==> src/rtl/fetch_queue.sv <==
//==============================================================================
// Module   : fetch_queue
// Summary  : Instruction fetch unit with a small in-order queue. A PC register
//            addresses a combinational ROM, and each fetched {pc, inst} pair is
//            queued for the decode stage. A flush clears the queue and redirects
//            the PC.
// Options  : define FETCH_QUEUE_PERF_EN to add the stall_cnt_o counter port.
// Revision : 1.0 - initial release
//==============================================================================
`default_nettype none

module fetch_queue #(
   parameter int unsigned       ADDR_W   = 32,
   parameter int unsigned       INST_W   = 32,
   parameter int unsigned       DEPTH    = 4,
   parameter logic [ADDR_W-1:0] RESET_PC = '0,
   parameter int unsigned       PC_STEP  = 4
) (
   input  logic              clk,
   input  logic              rst,
   input  logic [INST_W-1:0] rom_data_i,
   output logic [ADDR_W-1:0] rom_addr_o,
   output logic              rom_ce_o,
   input  logic              flush_i,
   input  logic [ADDR_W-1:0] flush_pc_i,
   input  logic              id_ready_i,
   output logic              id_valid_o,
   output logic [ADDR_W-1:0] id_pc_o,
   output logic [INST_W-1:0] id_inst_o
`ifdef FETCH_QUEUE_PERF_EN
   ,
   output logic [31:0]       stall_cnt_o
`endif
);

   localparam int unsigned       c_ptr_w   = $clog2(DEPTH);
   localparam logic [ADDR_W-1:0] c_pc_step = ADDR_W'(PC_STEP);
   localparam logic [c_ptr_w:0]  c_depth   = (c_ptr_w + 1)'(DEPTH);
   localparam logic [c_ptr_w-1:0] c_ptr_one = c_ptr_w'(1);
   localparam logic [c_ptr_w:0]  c_cnt_one = (c_ptr_w + 1)'(1);

   logic [ADDR_W-1:0]  r_pc;
   logic               r_ce_q;
   logic [c_ptr_w-1:0] r_rd_ptr;
   logic [c_ptr_w-1:0] r_wr_ptr;
   logic [c_ptr_w:0]   r_count;
   logic [ADDR_W-1:0]  r_pc_mem   [DEPTH];
   logic [INST_W-1:0]  r_inst_mem [DEPTH];

   logic w_full;
   logic w_empty;
   logic w_push;
   logic w_pop;

   // Fullness is judged on the occupancy at the start of the cycle, so a pop
   // in the same cycle never frees a slot for a push.
   assign w_full  = (r_count == c_depth);
   assign w_empty = (r_count == '0);

   assign rom_addr_o = r_pc;
   assign rom_ce_o   = r_ce_q & ~w_full & ~flush_i;
   assign id_valid_o = ~w_empty & ~flush_i;
   assign id_pc_o    = w_empty ? '0 : r_pc_mem[r_rd_ptr];
   assign id_inst_o  = w_empty ? '0 : r_inst_mem[r_rd_ptr];

   // Both qualifiers already exclude flush, so flush needs no extra gating here.
   assign w_push = rom_ce_o;
   assign w_pop  = id_valid_o & id_ready_i;

   // PC, enable flop, pointers and occupancy; flush overrides every other event.
   always_ff @(posedge clk or posedge rst) begin
      if (rst) begin
         r_pc     <= RESET_PC;
         r_ce_q   <= 1'b0;
         r_rd_ptr <= '0;
         r_wr_ptr <= '0;
         r_count  <= '0;
      end else begin
         r_ce_q <= 1'b1;
         if (flush_i) begin
            r_pc     <= flush_pc_i;
            r_rd_ptr <= '0;
            r_wr_ptr <= '0;
            r_count  <= '0;
         end else begin
            if (w_push) begin
               r_pc     <= r_pc + c_pc_step;
               r_wr_ptr <= r_wr_ptr + c_ptr_one;
            end
            if (w_pop) begin
               r_rd_ptr <= r_rd_ptr + c_ptr_one;
            end
            case ({w_push, w_pop})
               2'b10:   r_count <= r_count + c_cnt_one;
               2'b01:   r_count <= r_count - c_cnt_one;
               default: r_count <= r_count;
            endcase
         end
      end
   end

   // Queue storage; the captured word pairs with the address that fetched it.
   always_ff @(posedge clk or posedge rst) begin
      if (rst) begin
         for (int i = 0; i < int'(DEPTH); i++) begin
            r_pc_mem[i]   <= '0;
            r_inst_mem[i] <= '0;
         end
      end else if (w_push) begin
         r_pc_mem[r_wr_ptr]   <= r_pc;
         r_inst_mem[r_wr_ptr] <= rom_data_i;
      end
   end

`ifdef FETCH_QUEUE_PERF_EN
   logic [31:0] r_stall_cnt;

   // Count cycles where fetch is enabled but blocked by a full queue; saturates.
   always_ff @(posedge clk or posedge rst) begin
      if (rst) begin
         r_stall_cnt <= '0;
      end else if (r_ce_q & w_full & ~flush_i & (r_stall_cnt != 32'hFFFF_FFFF)) begin
         r_stall_cnt <= r_stall_cnt + 32'd1;
      end
   end

   assign stall_cnt_o = r_stall_cnt;
`endif

endmodule

`default_nettype wire

==> config.mk <==
export PLATFORM = sky130hd
export DESIGN_NAME = fetch_queue
export DESIGN_NICKNAME = d
export VERILOG_FILES = /design/src/rtl/fetch_queue.sv
export SDC_FILE = /design/constraint.sdc
export NUM_CORES = 1
export LEC_CHECK = 0
export BUFFER_PORTS_ARGS = -buffer_cell sky130_fd_sc_hd__buf_2
export CORE_UTILIZATION = 25
export DETAILED_ROUTE_END_ITERATION = 10
export HOLD_SLACK_MARGIN = 0.15
export PLACE_DENSITY = 0.48
export REMOVE_ABC_BUFFERS = 1
export SLEW_MARGIN = 5
export SYNTH_ARGS = -nofsm -noshare
export SYNTH_HDL_FRONTEND = slang
export SYNTH_SLANG_ARGS = --single-unit
==> constraint.sdc <==
create_clock -name clk -period 10.3 [get_ports clk]
set_input_delay 1.03 -clock clk [delete_from_list [all_inputs] [get_ports clk]]
set_output_delay 1.03 -clock clk [all_outputs]
set_load 0.01 [all_outputs]
---- Word level (Yosys, flattened, before mapping) ----
Cells that the tools add are included.
cells by class
  add/subtract/negate cells ............... 5
  multiply operators ...................... 0
  div/mod/pow operators ................... 0
  order comparisons ....................... 3
  equality and inequality tests ........... 3
  shifts and indexed selects .............. 0
  mux-type cells .......................... 20
  bitwise operators ....................... 9
  reductions and logical operators ........ 5
operators with widths
  operator                                            count
  2-to-1 mux 32 bit                                   9
  bitwise mux 128 bit                                 2
  binary-select mux 32 bit (select 2 bit)             2
  demux 32 bit (select 2 bit)                         1
  adder 32 x 3 -> 32 bit, second input constant       1
  2-to-1 mux 2 bit                                    4
  >= comparator 3 bit, second input constant          2
  inverter 2 -> 3 bit                                 2
  case mux 3 bit (2 select lines)                     1
  adder 2 x 1 -> 2 bit, second input constant         2
  AND 1 bit                                           4
  nonzero test 2 bit                                  2
  adder 3 x 1 -> 3 bit, second input constant         1
  == test 3 bit, second input constant                1
  logical NOT 3 bit                                   1
  < comparator 3 x 1 -> 1 bit, second input constant  1
  2-to-1 mux 3 bit                                    1
  inverter 1 bit                                      3
  nonzero test 3 bit                                  1
  subtractor 3 x 1 -> 3 bit, second input constant    1
  == test 2 x 1 -> 1 bit, second input constant       1
  == test 2 bit, second input constant                1
  logical AND 1 bit                                   1
word-level totals
  register bits after elaboration ......... 296
  latch bits .............................. 0
  memory bits (writable) .................. 0
  bits in read-only memories .............. 0
  input bits .............................. 68
  output and inout bits ................... 98
  word-level logic and storage cells ...... 58
  memories ................................ 0

---- Logic depth before layout (Yosys ltp) ----
  depth in word-level cells ............... 7
  gate-level depth with buffers ........... 10
  gate-level depth less buffers ........... 8

---- Worst setup path before layout ----
OpenSTA, ideal clock, no wires.
  path type ............................... input to output
  start point ............................. input flush_i
  end point ............................... output id_valid_o
  arrival ................................. 1985 ps
  required time ........................... 9270 ps
  path slack .............................. 7285 ps
  stages on the path ...................... 4
  path buffers ............................ 3
  cell sequence ........................... clkbuf_1 > clkbuf_1 > clkbuf_1 > nor2_1
on the way
  cells in the longest elaborated chain, start to end .. 2
ends and longest elaborated chain
  element             RTL line  text
  start: declaration  24        input logic flush_i,
  inverter 1 bit      62        assign id_valid_o = ~w_empty & ~flush_i;
  AND 1 bit           62
  end: declaration    27        output logic id_valid_o,
Every way passes these cells.

---- Worst setup path after layout ----
  start point ............................. register r_rd_ptr[0]
  end point ............................... output id_pc_o[31]
on the way
  cells in the longest elaborated chain, start to end .. 5
ends and longest elaborated chain
  element                                                RTL line  text
  start: declaration                                     44        logic [c_ptr_w-1:0] r_rd_ptr;
  start signal: assignment                               91        r_rd_ptr <= r_rd_ptr + c_ptr_one;
  inverter 2 -> 3 bit (implied by the code)              63        assign id_pc_o = w_empty ? '0 : r_pc_mem[r_rd_ptr];
  binary-select mux 32 bit (select 2 bit)                63
  2-to-1 mux 32 bit (implied by the code) (2 in series)  63
  2-to-1 mux 32 bit                                      63
  end: declaration                                       28        output logic [ADDR_W-1:0] id_pc_o,
Every way passes these cells. The select of a mux whose other input is x is not followed.

==> flow_metrics.py <==
metrics = {
    "synthesis": {
        "synth_mux_area_frac": 0.3145,
        "syn_inst": 981,
        "seq_area_frac_synth": 0.5347,
        "synth-simple-area-share": 0.08156,
        "ys_ff_latch": 296,
        "synth_ff_type": "dfrtp_1",
        "synth_fa_ha_area_frac": 0.005961,
        "yosysUniqueCellTypes": 48,
        "synth-compound-area-share": 0.02737,
        "synth_top_area_frac": 0.5347,
        "synth-async-reset-ratio": 1.000,
        "ys_warn_count": 0,
        "synth_xor_area_frac": 0.008580,
        "avgSynthCellArea_um2": 14.12,
        "syn-cell-area_um2": 13850,
        "yosysTopAreaCell": "dfrtp_1",
        "synth_area_leaders": "dfrtp_1 53%, mux2_2 21%, mux4_2 10%",
        "synth_edf_count": 0,
        "synth_top_family_by_area": "multiplexers",
    },
    "cells_and_area": {
        "area_delta_synth_final_pct": 19.05,
        "fillCellCount": 5478,
        "multi_input_area_um2": 6106,
        "final_nets": 1195,
        "fin_util": 0.3041,
        "seqCellArea_um2": 7415,
        "drive_gt1_frac": 0.4978,
    },
    "worst_setup_path": {
        "slowest_delay_ns": 0.90,
        "path_cells": "buf_4, mux4_2, nor2b_1, buf_2",
        "critical_path_class": "reg -> out",
        "crit_buf_inv": 2,
        "end_kind": "output port",
        "cp.required_ns": 9.27,
        "startpoint_type": "flop",
        "slowest_stage": "dfrtp_4",
        "cpLargestDelayFamily": "flip-flops",
        "arrival_ns": 3.10,
        "crit_fanout": 35,
    },
    "global_routing": {
        "gr-total-overflow": 0,
        "grt_pass1_vias": 9481,
        "grt.total_usage": 0.1383,
        "antenna_found_initial": 2,
        "grt_pass1_wl_mm": 59.18,
        "grt_max_degree": 101,
    },
    "timing": {
        "tightestPinTransition_ns": 1.041,
        "hold_viol": 0,
        "fmax_mhz": 242.1,
        "period_needed_ns": 4.130,
        "finalCritPeriodShare": 0.4010,
        "skew_ns": 0.01634,
        "rsz0062_at_grt": "false",
        "setup-violations-final": 0,
        "finalSetupTns_ns": 0,
        "slew_headroom": 0.3060,
        "maxSlewViolCount": 0,
        "timing.final.ws_setup_ns": 6.170,
    },
    "clock_tree": {
        "numClockSinks": 296,
        "clock_path_buffers": 3,
        "clk_pin_slew_ns": 0.06,
        "cts_hold_buf": 0,
        "root_buffer": "clkbuf_16",
        "cts.htree.levels": 2,
        "cts_setup_buffers": 0,
        "ctsResizeCount": 0,
        "cts_tree": "yes",
        "cts_inserted_buffers": 36,
        "clock_latency_ns": 0.54,
    },
    "power_and_ir_drop": {
        "p_sw_uw": 1398,
        "p_per_area_nw_per_um2": 280.2,
        "power_switching_share": 0.3025,
        "ir_worst_vdd_uv": 89.21,
        "clkPwrFrac": 0.269,
        "seq_power_share": 0.415,
        "p_int_uw": 3223,
        "comb_power_share": 0.317,
        "p_leak_uw": 0.007172,
    },
    "floorplan": {
        "die_y_um": 237.4,
        "die-area_um2": 56360,
        "rows": 85,
        "start_util": 0.2554,
        "num_io_pins": 166,
        "coreArea_um2": 54240,
        "fp.dieW_um": 237.4,
    },
    "placement": {
        "gp_congestion": 0.6902,
        "pre_cts_ws_ns": 6.544,
        "portBuffers": 165,
        "dp_hpwl_mm": 23.67,
    },
    "detailed_routing": {
        "firstDrtPassIters": 4,
        "vias_per_cell": 4.751,
        "routedWlPerCell_um": 20.69,
        "drt_iter0_markers": 461,
        "drc": 0,
        "ant_nets": 0,
        "wirelength_mm": 37.98,
        "vias": 8723,
    },
    "worst_hold_path": {
        "hold_class": "reg -> reg",
    },
    "outcome": {
        "status": "completed",
    },
    "flow_run": {
        "drv_cap": 0,
    },
}
==> worst paths after layout <==
path | start | to | slack [ns] | depth (start not counted)
worst max register to register | r_count[1]$_DFFE_PP0P_ | r_inst_mem[89]$_DFFE_PP0P_ | 7.14 | 5
min in group asynchronous | rst | r_inst_mem[98]$_DFFE_PP0P_ | 0.60 | 2
worst min-delay path | r_pc_mem[23]$_DFFE_PP0P_ | r_pc_mem[23]$_DFFE_PP0P_ | 0.50 | 1
worst min register to register | r_pc_mem[23]$_DFFE_PP0P_ | r_pc_mem[23]$_DFFE_PP0P_ | 0.50 | 1
worst max-delay path | r_rd_ptr[0]$_DFFE_PP0P_ | id_pc_o[31] | 6.17 | 4
max in group asynchronous | rst | r_pc_mem[113]$_DFFE_PP0P_ | 7.28 | 4
==> power groups by stage <==
stage	clock, µW	sequential [µW]	combinational [µW]
floorplan	0	1860	1070
global placement	0	1920	1480
detailed placement	0	1940	1500
CTS	1290	1920	1510
global route	1340	1980	1600
finish	1240	1920	1460
==> worst reg2reg max path: stages (launching register included) <==
cell     delay (ns)
dfrtp_1        0.50
nor3b_2        0.68
nor3_2         0.27
nand2_4        0.46
buf_4          0.66
mux2_2         0.46
==> sequential cells by signal, indices dropped and copies added, names as in the netlist <==
signal and count:
r_ce_q 1, r_pc_mem 128, r_count 3, r_rd_ptr 2, r_inst_mem 128, r_wr_ptr 2, rom_addr_o 32
==> metrics by stage <==
step / total power (µW) / hold WS [ns] / cells / instance area, µm²
CTS: 4718 / 0.5014 / 1835 / 16490
floorplan: 2926 / 0.4742 / 906 / 13520
global placement: 3402 / 0.4805 / 1779 / 15360
detailed placement: 3443 / 0.4881 / 1779 / 15360
finish: 4621 / 0.4985 / 1836 / 16490
global route: 4922 / 0.5057 / 1836 / 16490
==> logic make-up after synthesis <==
family | Yosys count
simple gates | 196
buf+inv | 87
compound gates | 60
mux | 323
xor+xnor | 12
fa+ha+maj | 6
other cells | 1
flops | 296
==> placed cells by master, fill, tap and decap left out, types with 3 or more instances in the layout <==
cell type  count
a31oi_1       13
buf_2        165
nand2_4        4
ha_1           5
or3_1          5
nor4_1         5
nor2b_1       67
o31ai_1        8
nand4_1       16
and2_1         3
clkinv_2       4
and4_1         4
nand2_1       28
inv_1          9
clkbuf_1       5
xnor2_1        6
mux2_2       258
or4_1         15
o21ai_0       22
dfrtp_1      294
xor2_1         5
mux4_2        64
clkbuf_8       7
nor2_1        24
a21oi_1        5
buf_4         12
nand3_1       12
clkbuf_16     37
==> area by class of cell <==
class | count | area share
Sequential cell | 296 | 0.4496
Multi-Input combinational cell | 598 | 0.3702
Clock buffer | 49 | 0.06312
Timing Repair Buffer | 177 | 0.05553
Tap cell | 696 | 0.05280
Clock inverter | 7 | 0.005387
Inverter | 12 | 0.003186
Antenna cell | 1 | 0.0001517
==> cell usage after synthesis (2+ instances only) <==
library cell and count:
nor4_1 5, ha_1 5, mux4_2 64, o211ai_1 2, a311o_1 2, a211o_1 2
clkbuf_1 29, nor4b_1 2, a31oi_1 13, nand4_1 16, inv_2 2, clkbuf_2 3
inv_1 10, nand2_1 32, nor3_1 3, xor2_1 5, buf_1 7, nor2_1 24
and2_1 3, dfrtp_1 296, buf_2 36, o21ai_0 22, and4_1 4, or3_1 5
or2_2 2, a21oi_1 5, mux2_2 258, o31ai_1 8, or4_1 15, nand3_1 12
nor2b_1 67, xnor2_1 6
==> per-layer routing <==
metal	global-route usage	wire, µm	vias up
li1	-	-	3874
met1	0.1898	18000	4609
met2	0.2202	17560	180
met3	0.02857	1557	58
met4	0.03891	859	2
met5	0	13	-
Note: power is estimated with default switching activity, not from simulation.
